==> src/rtl/deser_link_ctrl.sv <==
// Deserializer link bring-up: reset pulse, MMCM/IDELAYCTRL/data-lock waits, frame-clock check, retry/fail.
// Optional error counter in LINKED enabled by defining DESER_ERR_CNT_EN.
module deser_link_ctrl #(
    parameter logic [6:0] CLK_PATT_1   = 7'b1100001,
    parameter logic [6:0] CLK_PATT_2   = 7'b1100011,
    parameter int         RST_PULSE    = 8,
    parameter int         LOCK_TIMEOUT = 1000,
    parameter int         GOOD_WORDS   = 16,
    parameter int         MAX_RETRY    = 3,
    parameter int         BAD_WORDS    = 4
) (
    input  logic        clk,
    input  logic        resetn,
    input  logic        mmcm_lock,
    input  logic        idelay_rdy,
    input  logic        dat_lock,
    input  logic [6:0]  clk_dat,
    input  logic        restart,
    output logic        deser_reset,
    output logic        idelay_rst,
    output logic        link_up,
    output logic        link_fail,
    output logic [2:0]  state,
    output logic [3:0]  retry_cnt,
    output logic [15:0] err_cnt
);
    typedef enum logic [2:0] {
        S_RESET     = 3'd0,
        S_WAIT_MMCM = 3'd1,
        S_WAIT_IDLY = 3'd2,
        S_WAIT_LOCK = 3'd3,
        S_CHECK     = 3'd4,
        S_LINKED    = 3'd5,
        S_FAIL      = 3'd6
    } state_t;

    state_t      st_q, st_d;
    logic        mmcm_lock_m, idelay_rdy_m, dat_lock_m;
    logic        mmcm_lock_s, idelay_rdy_s, dat_lock_s;
    logic [7:0]  rst_cnt, good_cnt, bad_cnt;
    logic [19:0] to_cnt;
    logic        legal, timeout, in_wait, do_retry;
    logic [4:0]  retry_inc;

    assign legal     = (clk_dat == CLK_PATT_1) || (clk_dat == CLK_PATT_2);
    assign timeout   = (to_cnt == 20'(LOCK_TIMEOUT - 1));
    assign in_wait   = (st_q == S_WAIT_MMCM) || (st_q == S_WAIT_IDLY) ||
                       (st_q == S_WAIT_LOCK) || (st_q == S_CHECK);
    assign retry_inc = {1'b0, retry_cnt} + 5'd1;

    always_comb begin
        st_d     = st_q;
        do_retry = 1'b0;
        case (st_q)
            S_RESET:     if (rst_cnt == 8'(RST_PULSE - 1)) st_d = S_WAIT_MMCM;
            S_WAIT_MMCM: if (timeout) do_retry = 1'b1; else if (mmcm_lock_s) st_d = S_WAIT_IDLY;
            S_WAIT_IDLY: if (timeout) do_retry = 1'b1; else if (idelay_rdy_s) st_d = S_WAIT_LOCK;
            S_WAIT_LOCK: if (timeout) do_retry = 1'b1; else if (dat_lock_s) st_d = S_CHECK;
            // Timeout / lock loss outrank the final good word.
            S_CHECK: begin
                if (timeout || !dat_lock_s)
                    do_retry = 1'b1;
                else if (legal && good_cnt == 8'(GOOD_WORDS - 1))
                    st_d = S_LINKED;
            end
            S_LINKED: begin
                if (!mmcm_lock_s || !dat_lock_s || (!legal && bad_cnt == 8'(BAD_WORDS - 1)))
                    st_d = S_RESET;
            end
            S_FAIL:  st_d = S_FAIL;
            default: st_d = S_RESET;
        endcase
        if (do_retry)
            st_d = (retry_inc == 5'(MAX_RETRY)) ? S_FAIL : S_RESET;
        if (restart) begin
            st_d     = S_RESET;
            do_retry = 1'b0;
        end
    end

    always_ff @(posedge clk) begin
        if (!resetn) begin
            st_q         <= S_RESET;
            mmcm_lock_m  <= 1'b0;
            mmcm_lock_s  <= 1'b0;
            idelay_rdy_m <= 1'b0;
            idelay_rdy_s <= 1'b0;
            dat_lock_m   <= 1'b0;
            dat_lock_s   <= 1'b0;
            rst_cnt      <= '0;
            to_cnt       <= '0;
            good_cnt     <= '0;
            bad_cnt      <= '0;
            retry_cnt    <= '0;
        end else begin
            mmcm_lock_m  <= mmcm_lock;
            mmcm_lock_s  <= mmcm_lock_m;
            idelay_rdy_m <= idelay_rdy;
            idelay_rdy_s <= idelay_rdy_m;
            dat_lock_m   <= dat_lock;
            dat_lock_s   <= dat_lock_m;
            st_q         <= st_d;
            if (restart) begin
                rst_cnt   <= '0;
                to_cnt    <= '0;
                good_cnt  <= '0;
                bad_cnt   <= '0;
                retry_cnt <= '0;
            end else begin
                // Counters restart from zero whenever the state changes.
                rst_cnt  <= (st_q == S_RESET && st_d == S_RESET) ? rst_cnt + 8'd1 : '0;
                to_cnt   <= (in_wait && st_d == st_q) ? to_cnt + 20'd1 : '0;
                good_cnt <= (st_q == S_CHECK && st_d == S_CHECK && legal) ? good_cnt + 8'd1 : '0;
                bad_cnt  <= (st_q == S_LINKED && st_d == S_LINKED && !legal) ? bad_cnt + 8'd1 : '0;
                if (do_retry)
                    retry_cnt <= (retry_cnt == 4'hF) ? retry_cnt : retry_cnt + 4'd1;
                else if (st_d == S_LINKED && st_q != S_LINKED)
                    retry_cnt <= '0;
            end
        end
    end

`ifdef DESER_ERR_CNT_EN
    // Kept across link drops so software can see cumulative damage.
    always_ff @(posedge clk) begin
        if (!resetn || restart)
            err_cnt <= '0;
        else if (st_q == S_LINKED && !legal && err_cnt != 16'hFFFF)
            err_cnt <= err_cnt + 16'd1;
    end
`else
    assign err_cnt = '0;
`endif

    assign state       = st_q;
    assign deser_reset = (st_q == S_RESET) || (st_q == S_FAIL);
    assign idelay_rst  = (st_q == S_RESET) || (st_q == S_WAIT_MMCM);
    assign link_up     = (st_q == S_LINKED);
    assign link_fail   = (st_q == S_FAIL);

endmodule

==> config.mk <==
export PLATFORM = sky130hd
export DESIGN_NAME = deser_link_ctrl
export DESIGN_NICKNAME = d
export VERILOG_FILES = /design/src/rtl/deser_link_ctrl.sv
export SDC_FILE = /design/constraint.sdc
export NUM_CORES = 1
export LEC_CHECK = 0
export ABC_CLOCK_PERIOD_IN_PS = 3700
export CORE_AREA = 5 5 116 118
export DETAILED_ROUTE_END_ITERATION = 7
export DIE_AREA = 0 0 121 123
export DONT_BUFFER_PORTS = 1
export HOLD_SLACK_MARGIN = 0.06
export PLACE_DENSITY = 0.37
export SKIP_CTS_REPAIR_TIMING = 1
export SYNTH_ARGS = -nofsm -noshare
export SYNTH_HDL_FRONTEND = slang
export SYNTH_SLANG_ARGS = --single-unit
==> constraint.sdc <==
create_clock -name clk -period 3.7 [get_ports clk]
set_clock_uncertainty 0.1 [all_clocks]
set_input_delay 1.11 -clock clk [delete_from_list [all_inputs] [get_ports clk]]
set_output_delay 1.11 -clock clk [all_outputs]
set_load 0.02 [all_outputs]
==> metrics.md, run 1 <==
| Metric | Value |
|---|---|
| Ys async rst share | `0` |
| Crit Path Category | `flop to output pin` |
| CTS Sinks | `57` |
| H-tree Lvls | `3` |
| Synth top area share | `0.3789` |
| Max stage delay cell, worst path | `dfxtp_1` |
| Vias in the first global route | `2307` |
| Crit path max fanout | `13` |
| # fillers | `1337` |
| First-pass GRT wire length | `11670 um` |
| CTS tree | `built` |
| CP startpoint | `state[2]$_SDFF_PN0_` |
| Post-detailed-route count of antenna-violating nets | `0` |
| Worst r2r src | `to_cnt[0]$_SDFF_PP0_` |
| Share of layout cells above drive strength 1 | `0.1401` |
| Placer Congestion | `0.7401` |
| Io pins | `40` |
| Syn Area/Cell | `8.556 sq um` |
| Area contributors post-synth | `dfxtp_1 (38%), a21oi_2 (5.8%), nand3_1 (5.7%)` |
| Met1 wire length | `3267 um` |
| Setup TNS | `0 ns` |
| Routed vias/inst | `4.310` |
| CP peak stage delay | `0.72 ns` |
| Lkg Pwr | `1.202 nW` |
| Die area | `0.01488 sq mm` |
| Area Growth Syn to Fin | `16.04%` |
| Headroom to the max-slew limit | `0.5045` |
| Final period util | `0.8345` |
| Remaining global-route overflow | `0` |
| Power per cell area | `447.5 mW/mm^2` |
| Hold Crit Class | `flop to flop` |
| Fin cells | `536` |
| Core area | `0.01236 sq mm` |
| Synth Flop Type | `dfxtp_1` |
| Dpl hpwl | `4689 um` |
| ANT cells | `0` |
| First-pass DRT Iterations | `4` |
| Total GRT Usage | `0.09942` |
| Yosys cell types | `51` |
| FP Rows | `41` |
| Cells after Synth | `352` |
| Initial antenna violation count | `0` |
| Hold_sp | `mmcm_lock_m$_SDFF_PN0_` |
| Worst Tran Pin Value | `0.7375 ns` |
| WL met2 | `2943 um` |
| Clk buf depth | `2` |
| Final worst setup slack | `0.6125 ns` |
| Worst-path clk slew | `0.05 ns` |
| Detailed router's first-iteration violation count | `81` |
| Clock Latency Late Sink | `0.33 ns` |
| Dpl ws | `0.2274 ns` |
| Die H | `123 um` |
| TritonCTS Buffers | `9` |
| Routed vias | `2310` |
| Max layer used | `met4` |
| Max-capacitance violation count | `0` |
| Peak VDD IR | `0.0001591 V` |
| Met3 WL | `420 um` |
| RSZ-0062 raised after global routing | `no` |
| Critical-path cell list | `inv_1 > nor3_1` |
| Flops & latches, synth | `57` |
| Max Clock Freq | `323.9 MHz` |
| Cell area after synthesis | `0.003012 sq mm` |
| Routed len/inst | `12.54 um` |
| DRC | `0` |
| Placed insts | `520` |
| Routed WL | `6721 um` |
| Slew Limit Fails | `0` |
| Largest net degree at the start of global routing | `21` |
| Final Hold Viols | `0` |
| CP startpoint kind | `flop` |
| Most frequent cell after synthesis | `dfxtp_1` |
| Starting density of the core | `0.2436` |
| CP Capture Type | `output pin` |
| Crit path required time | `2.49 ns` |
| Final setup viols | `0` |
| Port-buffer cells | `0` |
| Die width | `121 um` |
| Crit path DAT | `1.88 ns` |
| Commonest cells post-synth | `dfxtp_1 (57), nor2_1 (38), nand2_1 (35), nand3_1 (34), a21oi_2 (20)` |
| Status | `complete, no violations` |
| Tmin final | `3.087 ns` |
| Post-synth EDFFs | `0` |
| Yosys top cell by area | `dfxtp_1` |
| Syn. warnings | `0` |
| Seq/Total Area, Yosys | `0.3789` |
| Nets@finish | `378` |
| CTS root buf | `clkbuf_16` |
[worst max-delay path, delay by kind of cell, from the launching register on]
kind,cells,cell delay (ns)
buffers and inverters,1,0.21
DFF,1,0.72
and+or+nand+nor,1,0.61
[metrics by stage]
stage	hold WS, ns	cell area [sq um]	total power [mW]	util
after detailed placement	0.3206	3167	0.6672	0.2561
final	0.3315	3495	1.564	0.2827
after global placement	0.3185	3167	0.6671	0.2561
after global routing	0.3538	3495	1.635	0.2827
after floorplan	0.3118	3068	0.6743	-
after CTS	0.3342	3495	1.598	0.2827
[state kept, by name, summed over array words and instances (netlist names)]
name and flops:
good_cnt 8, retry_cnt 4, dat_lock_s 1, rst_cnt 8
idelay_rdy_s 1, to_cnt 20, mmcm_lock_m 1, mmcm_lock_s 1
idelay_rdy_m 1, state 3, dat_lock_m 1, bad_cnt 8
[metal layers]
metal / GRT usage / vias up
met1: 0.1271 / 1064
met2: 0.1528 / 49
met4: 0.04037 / 0
li1: - / 1191
met3: 0.03522 / 6
met5: 0 / -
[placed cells by master, fill, tap and decap left out, drive strengths merged, types with 6 or more instances in the layout]
| cell type | Yosys | layout |
|---|---|---|
| a21oi | 23 | 23 |
| and2 | 9 | 9 |
| and3 | 10 | 10 |
| buf | 22 | 6 |
| clkbuf | 3 | 9 |
| conb | 1 | 16 |
| dfxtp | 57 | 57 |
| ha | 6 | 6 |
| inv | 14 | 15 |
| nand2 | 35 | 35 |
| nand3 | 34 | 34 |
| nor2 | 38 | 38 |
| nor3 | 10 | 10 |
| o21ai | 6 | 6 |
| xnor2 | 19 | 19 |
| xor2 | 18 | 18 |
[final timing paths]
check                                         endpoint  slack (ns)  cells after the start
worst max-delay path                         link_fail        0.61                      2
worst max register to register    to_cnt[3]$_SDFF_PP0_        0.67                      9
worst min register to register  mmcm_lock_s$_SDFF_PN0_        0.33                      1
worst min-delay path            mmcm_lock_s$_SDFF_PN0_        0.33                      1
[cells by family after synthesis]
family,count (synthesis),synth area share
flip-flops,57,0.3789
adder cells (fa/ha/maj),6,0.02493
multiplexers,2,0.006648
AND/OR/NAND/NOR,163,0.2734
other,1,0.001245
buffers and inverters,39,0.07520
AO/OA/AOI/OAI,47,0.1321
XOR/XNOR,37,0.1076
[power by group]
group | switching [mW] | internal, mW | leakage [nW]
logic | 0.0256 | 0.00774 | 0.585
clock network | 0.315 | 0.595 | 0.156
registers | 0.00225 | 0.618 | 0.460
total | 0.343 | 1.22 | 1.20
[cell type report]
cell class	count	area, sq um	share of cell area
clock inverter	7	102.6	0.02936
multi-input combinational	271	1700	0.4866
tap	172	215.2	0.06158
timing repair buffer	6	57.56	0.01647
sequential	57	1141	0.3265
inverter	14	52.55	0.01504
clock buffer	9	225.2	0.06445
Note: power is estimated with default switching activity, not from simulation.
==> inputs of run 2 (changes only) <==
Settings changed: ABC_CLOCK_PERIOD_IN_PS 3700 to 2700, PLACE_DENSITY 0.37 to 0.38.
Clock period 3.7 ns to 2.7 ns, I/O delays scaled along.
==> metrics.md, run 2 (synthesis results as in run 1) <==
| Metric | Value |
|---|---|
| Min-Delay Endpoint | `dat_lock_s$_SDFF_PN0_` |
| Most flop-heavy register | `to_cnt` |
| Worst-path clk slew | `0.05 ns (about the same)` |
| Placed insts | `566 (+8.8%)` |
| Hold_sp | `dat_lock_m$_SDFF_PN0_` |
| Die width | `121 um (unchanged)` |
| Io pins | `40 (unchanged)` |
| WL met2 | `3372 um (+15%)` |
| CP peak stage delay | `0.55 ns (-0.17 ns)` |
| Commonest non-fill, non-tap cells in the layout | `dfxtp_1 (55), buf_4 (52), nand2_1 (35)` |
| Vias in the first global route | `2415 (+4.7%)` |
| Routed vias | `2537 (+9.8%)` |
| Status | `finished with violations` |
| Core area | `0.01236 sq mm (unchanged)` |
| DRC | `0 (unchanged)` |
| Routed WL | `7472 um (+11%)` |
| DP Area | `0.003532 sq mm (+12%)` |
| Crit path DAT | `2.97 ns (+1.09 ns)` |
| Routed len/inst | `12.64 um (+0.83%)` |
| CTS Sinks | `57 (unchanged)` |
| R2R Path End | `to_cnt[1]$_SDFF_PP0_` |
| Dpl hpwl | `5196 um (+11%)` |
| CP Capture Type | `flop` |
| Nets@finish | `433 (+15%)` |
| Final Hold Viols | `0 (unchanged)` |
| Min-Delay Path Depth | `1 (unchanged)` |
| Worst Path Buf+Inv | `2 (+1)` |
| Clock Latency Late Sink | `0.33 ns (about the same)` |
| RSZ-0062 raised after global routing | `yes` |
| Detailed router's first-iteration violation count | `106 (+31%)` |
| Max reg flops | `20 (unchanged)` |
| Setup TNS | `-2.580 ns (-2.580 ns)` |
| CP startpoint | `to_cnt[1]$_SDFF_PP0_` |
| FP Rows | `41 (unchanged)` |
| CP top delay family | `compound AO/OA/AOI/OAI gates` |
| H-tree Lvls | `3 (unchanged)` |
| Max layer used | `met4` |
| Die area | `0.01488 sq mm (unchanged)` |
| Area Growth Syn to Fin | `36.64%` |
| Max Clock Freq | `355.9 MHz` |
| Worst r2r src | `to_cnt[1]$_SDFF_PP0_` |
| Fin cells | `591 (+10%)` |
| Met3 WL | `304 um (-28%)` |
| Port-buffer cells | `0 (unchanged)` |
| Final period util | `1.041` |
| TritonCTS Buffers | `9 (unchanged)` |
| Max stage delay cell, worst path | `or4_4` |
| Power per cell area | `529.2 mW/mm^2 (+18%)` |
| Total power | `2.178 mW (+39%)` |
| Final setup viols | `38 (+38)` |
| Tmin final | `2.810 ns` |
| ANT cells | `0 (unchanged)` |
| Crit path required time | `2.86 ns (+0.37 ns)` |
| Worst reg-to-reg path cell count | `10 (+1)` |
| Hold Crit Class | `flop to flop` |
| Crit Path Category | `flop to flop` |
| Final worst setup slack | `-0.1096 ns (-0.7221 ns)` |
| Most common cell after layout, fill and taps aside | `dfxtp_1` |
| Die H | `123 um (unchanged)` |
| # fillers | `1302 (-2.6%)` |
| Dpl ws | `-0.2276 ns (-0.4550 ns)` |
| Lkg Pwr | `1.525 nW (+27%)` |
| Area taken by multi-input logic gates | `0.001888 sq mm (+11%)` |
| CTS root buf | `clkbuf_16` |
| Slew Limit Fails | `0 (unchanged)` |
| Sequential cell area | `0.001144 sq mm (+0.22%)` |
| Failing checks | `setup timing` |
| Peak VDD IR | `0.0002803 V (+76%)` |
| Placer Congestion | `0.8174 (+10%)` |
| Max-capacitance violation count | `0 (unchanged)` |
| Post-detailed-route count of antenna-violating nets | `0 (unchanged)` |
| Routed vias/inst | `4.293 (-0.39%)` |
| Total GRT Usage | `0.09984 (+0.0004162)` |
| Clk buf depth | `2 (unchanged)` |
| First-pass DRT Iterations | `4 (unchanged)` |
| CTS tree | `built` |
| Largest net degree at the start of global routing | `21 (unchanged)` |
| First-pass GRT wire length | `11750 um (+0.71%)` |
| Crit path max fanout | `12 (-1)` |
| R2R Setup Slk | `-0.11 ns (-0.78 ns)` |
| Fin area | `0.004115 sq mm (+18%)` |
| Initial antenna violation count | `0 (unchanged)` |
| Critical-path cell list | `ha_4 > nand4bb_1 > or4_4 > o21ai_4 > o21ai_2 > o32ai_4 > buf_6 > a21bo_4 > buf_12 > a21oi_2` |
| Remaining global-route overflow | `0 (unchanged)` |
| Met1 wire length | `3635 um (+11%)` |
| Starting density of the core | `0.2436 (unchanged)` |
| CP startpoint kind | `flop` |
| Share of layout cells above drive strength 1 | `0.3150 (+0.1749)` |
==> run 2: changes by cell type in the layout (fill, tap and decap cells not counted), moves of 3 or more <==
cell,previous run,this run
buf_4,5,52
nor2_1,38,27
nor2_2,0,9
buf_6,0,4
clkbuf_8,0,3
or3b_4,1,4
==> run 2: cell type report <==
| cell class | instances | share of cell area |
|---|---|---|
| multi-input cells | 274 | 0.4588 |
| flip-flops and latches | 57 | 0.2779 |
| repair buffers | 58 | 0.1155 |
| clock buffers | 12 | 0.06476 |
| well taps | 172 | 0.05230 |
| clock inverters | 4 | 0.01794 |
| inverters | 14 | 0.01277 |
==> run 2: worst max-delay path by stage <==
stage	end	slack, ns	cells after the start
finish	to_cnt[1]$_SDFF_PP0_	-0.11	10
global route	to_cnt[8]$_SDFF_PP0_	-0.20	11
CTS	to_cnt[15]$_SDFF_PP0_	-0.11	8
detailed placement	to_cnt[9]$_SDFF_PP0_	-0.23	7
global placement	to_cnt[7]$_SDFF_PP0_	-0.18	7
floorplan	to_cnt[0]$_SDFF_PP0_	-0.06	8
==> run 2: through the flow <==
| stage | hold WS [ns] | util |
|---|---|---|
| after floorplan | 0.3118 | - |
| after global placement | 0.3219 | 0.2857 |
| after detailed placement | 0.3312 | 0.2857 |
| final | 0.3375 | 0.3329 |
| after global routing | 0.3584 | 0.3329 |
| after CTS | 0.3413 | 0.3132 |
==> run 2: metal layers <==
| metal | track usage | vias up |
|---|---|---|
| met5 | 0 | - |
| met4 | 0.05949 | 0 |
| met3 | 0.02653 | 9 |
| met2 | 0.1525 | 34 |
| met1 | 0.1263 | 1181 |
| li1 | - | 1313 |
==> run 2: power breakdown <==
group	total (mW)	switching, mW	internal, mW
logic	0.0537	0.0384	0.0153
registers	0.851	0.00325	0.848
clock network	1.27	0.391	0.882
total	2.18	0.433	1.75
==> inputs of run 3 (changes only) <==
Settings changed: CORE_AREA 5 5 116 118 to 5 5 122 113, DIE_AREA 0 0 121 123 to 0 0 127 118.
==> metrics.md, run 3 (synthesis results as in run 1) <==
| Metric | Value |
|---|---|
| Status | `finished with violations` |
| Failing checks | `setup timing` |
| Io pins | `40 (unchanged)` |
| Max Clock Freq | `355.4 MHz (-0.15%)` |
| Nets@finish | `431 (-0.46%)` |
| Psw | `456.1 uW (+5.4%)` |
| CP startpoint kind | `flop` |
| Post-detailed-route count of antenna-violating nets | `0 (unchanged)` |
| Routed WL | `7738 um (+3.6%)` |
| Headroom to the max-slew limit | `0.6194` |
| Max-capacitance violation count | `0 (unchanged)` |
| Hold Crit Class | `flop to flop` |
| Peak VDD IR | `0.0002745 V (-2.1%)` |
| H-tree Lvls | `3 (unchanged)` |
| Die width | `127 um (+5.0%)` |
| FP Rows | `39 (-4.9%)` |
| Tmin final | `2.814 ns (+0.004281 ns)` |
| First-pass GRT wire length | `12240 um (+4.2%)` |
| Slew Limit Fails | `0 (unchanged)` |
| Routed len/inst | `13.32 um (+5.3%)` |
| Port-buffer cells | `0 (unchanged)` |
| Clk buf depth | `2 (unchanged)` |
| Most common cell after layout, fill and taps aside | `dfxtp_1` |
| Initial antenna violation count | `0 (unchanged)` |
| Power per cell area | `503.0 mW/mm^2 (-4.9%)` |
| Placed insts | `554 (-2.1%)` |
| CTS Sinks | `57 (unchanged)` |
| Lkg Pwr | `1.503 nW (-1.4%)` |
| Total GRT Usage | `0.1004 (+0.0005500)` |
| # fillers | `1318 (+1.2%)` |
| Placer Congestion | `0.7628 (-6.7%)` |
| Worst Tran Pin Value | `0.5665 ns` |
| Core Util, Final | `0.3261 (-0.006796)` |
| Setup TNS | `-1.855 ns (+0.7247 ns)` |
| DRC | `0 (unchanged)` |
| ANT cells | `0 (unchanged)` |
| Dpl hpwl | `5137 um (-1.2%)` |
| Final worst setup slack | `-0.1139 ns (-0.004281 ns)` |
| Fin cells | `581 (-1.7%)` |
| Routed vias | `2523 (-0.55%)` |
| Detailed router's first-iteration violation count | `94 (-11%)` |
| Largest net degree at the start of global routing | `21 (unchanged)` |
| Most flop-heavy register | `to_cnt` |
| Crit path DAT | `2.98 ns (about the same)` |
| Final period util | `1.042 (+0.001586)` |
| Vias in the first global route | `2499 (+3.5%)` |
| Commonest non-fill, non-tap cells in the layout | `dfxtp_1 (55), buf_4 (45), nand2_1 (35)` |
| Sequential Power Share | `0.418 (+0.027)` |
| DP Area | `0.003480 sq mm (-1.5%)` |
| Sequential cell area | `0.001144 sq mm (unchanged)` |
| Starting density of the core | `0.2430 (-0.0006148)` |
| Max reg flops | `20 (unchanged)` |
| Fin area | `0.004041 sq mm (-1.8%)` |
| Area Growth Syn to Fin | `34.19%` |
| RSZ-0062 raised after global routing | `yes` |
| Die H | `118 um (-4.1%)` |
| Clock Latency Late Sink | `0.33 ns (about the same)` |
| Die area | `0.01499 sq mm (+0.69%)` |
| Worst-path clk slew | `0.06 ns (about the same)` |
| Dpl ws | `-0.2713 ns (-0.04369 ns)` |
| Clock network power share | `0.554 (-0.031)` |
| CTS tree | `built` |
| Routed vias/inst | `4.343 (+1.2%)` |
| CTS root buf | `clkbuf_16` |
| Crit Path Category | `flop to flop` |
| Final setup viols | `27 (-29%)` |
| Internal | `1.577 mW (-9.6%)` |
| Share of layout cells above drive strength 1 | `0.2974 (-0.01767)` |
| First-pass DRT Iterations | `4 (unchanged)` |
| CP Capture Type | `flop` |
| TritonCTS Buffers | `9 (unchanged)` |
| Sw frac | `0.2244 (+0.02564)` |
| Area taken by multi-input logic gates | `0.001843 sq mm (-2.4%)` |
| Crit path required time | `2.86 ns (about the same)` |
| Final Hold Viols | `0 (unchanged)` |
| Core area | `0.01239 sq mm (+0.25%)` |
| Combinational Power Share | `0.028 (+0.003)` |
| Crit path max fanout | `7 (-5)` |
| Remaining global-route overflow | `0 (unchanged)` |
-- run 3: changes by cell type in the layout (fill, tap and decap cells not counted), sizes merged --
cell / delta
buf: -4
clkinv: +2
bufinv: -1
clkbuf: -1
clkinvlp: +1
inv: +1
-- run 3: per-layer routing --
layer / vias up / global-route usage / share of wire
met5: - / 0 / 0
met4: 0 / 0.03351 / 0.013
met3: 10 / 0.04265 / 0.063
met2: 48 / 0.1518 / 0.45
met1: 1162 / 0.1281 / 0.48
li1: 1303 / - / -
-- run 3: cell type report --
| class | instances | area share |
|---|---|---|
| clock inverters | 7 | 0.01734 |
| clock buffers | 9 | 0.05573 |
| inverters | 14 | 0.01300 |
| repair buffers | 56 | 0.1241 |
| flip-flops and latches | 57 | 0.2830 |
| well taps | 164 | 0.05077 |
| multi-input cells | 274 | 0.4560 |
-- run 3: path summary, 6_finish.rpt --
path	start	end	slack, ns	cells after the start
hold / removal	mmcm_lock_m$_SDFF_PN0_	mmcm_lock_s$_SDFF_PN0_	0.33	1
setup reg to reg	to_cnt[1]$_SDFF_PP0_	to_cnt[10]$_SDFF_PP0_	-0.11	11
hold reg to reg	mmcm_lock_m$_SDFF_PN0_	mmcm_lock_s$_SDFF_PN0_	0.33	1
setup / recovery	to_cnt[1]$_SDFF_PP0_	to_cnt[10]$_SDFF_PP0_	-0.11	11
-- run 3: power by group through the flow --
stage | Clock, mW | Sequential [mW] | Combinational [mW]
global placement | 0 | 0.868 | 0.0486
finish | 1.13 | 0.850 | 0.0567
global route | 1.20 | 0.850 | 0.0617
CTS | 1.16 | 0.850 | 0.0489
floorplan | 0 | 0.867 | 0.0573
detailed placement | 0 | 0.868 | 0.0487
-- run 3: critical path, stage by stage (launching register included) --
cell	delay, ns
dfxtp_2	0.35
ha_4	0.14
nand4bb_1	0.10
or4_4	0.56
o21ai_4	0.29
a211o_1	0.23
a22oi_4	0.11
buf_6	0.15
nand2b_4	0.13
a21bo_4	0.27
clkbuf_16	0.17
a21oi_2	0.13
-- run 3: per-stage QoR --
step           power (mW)  hold WS (ns)
6_report            2.033        0.3347
3_5_place_dp       0.9171        0.3269
2_1_floorplan      0.9245        0.3118
5_1_grt             2.115        0.3545
4_1_cts             2.062        0.3397
3_3_place_gp       0.9170        0.3257
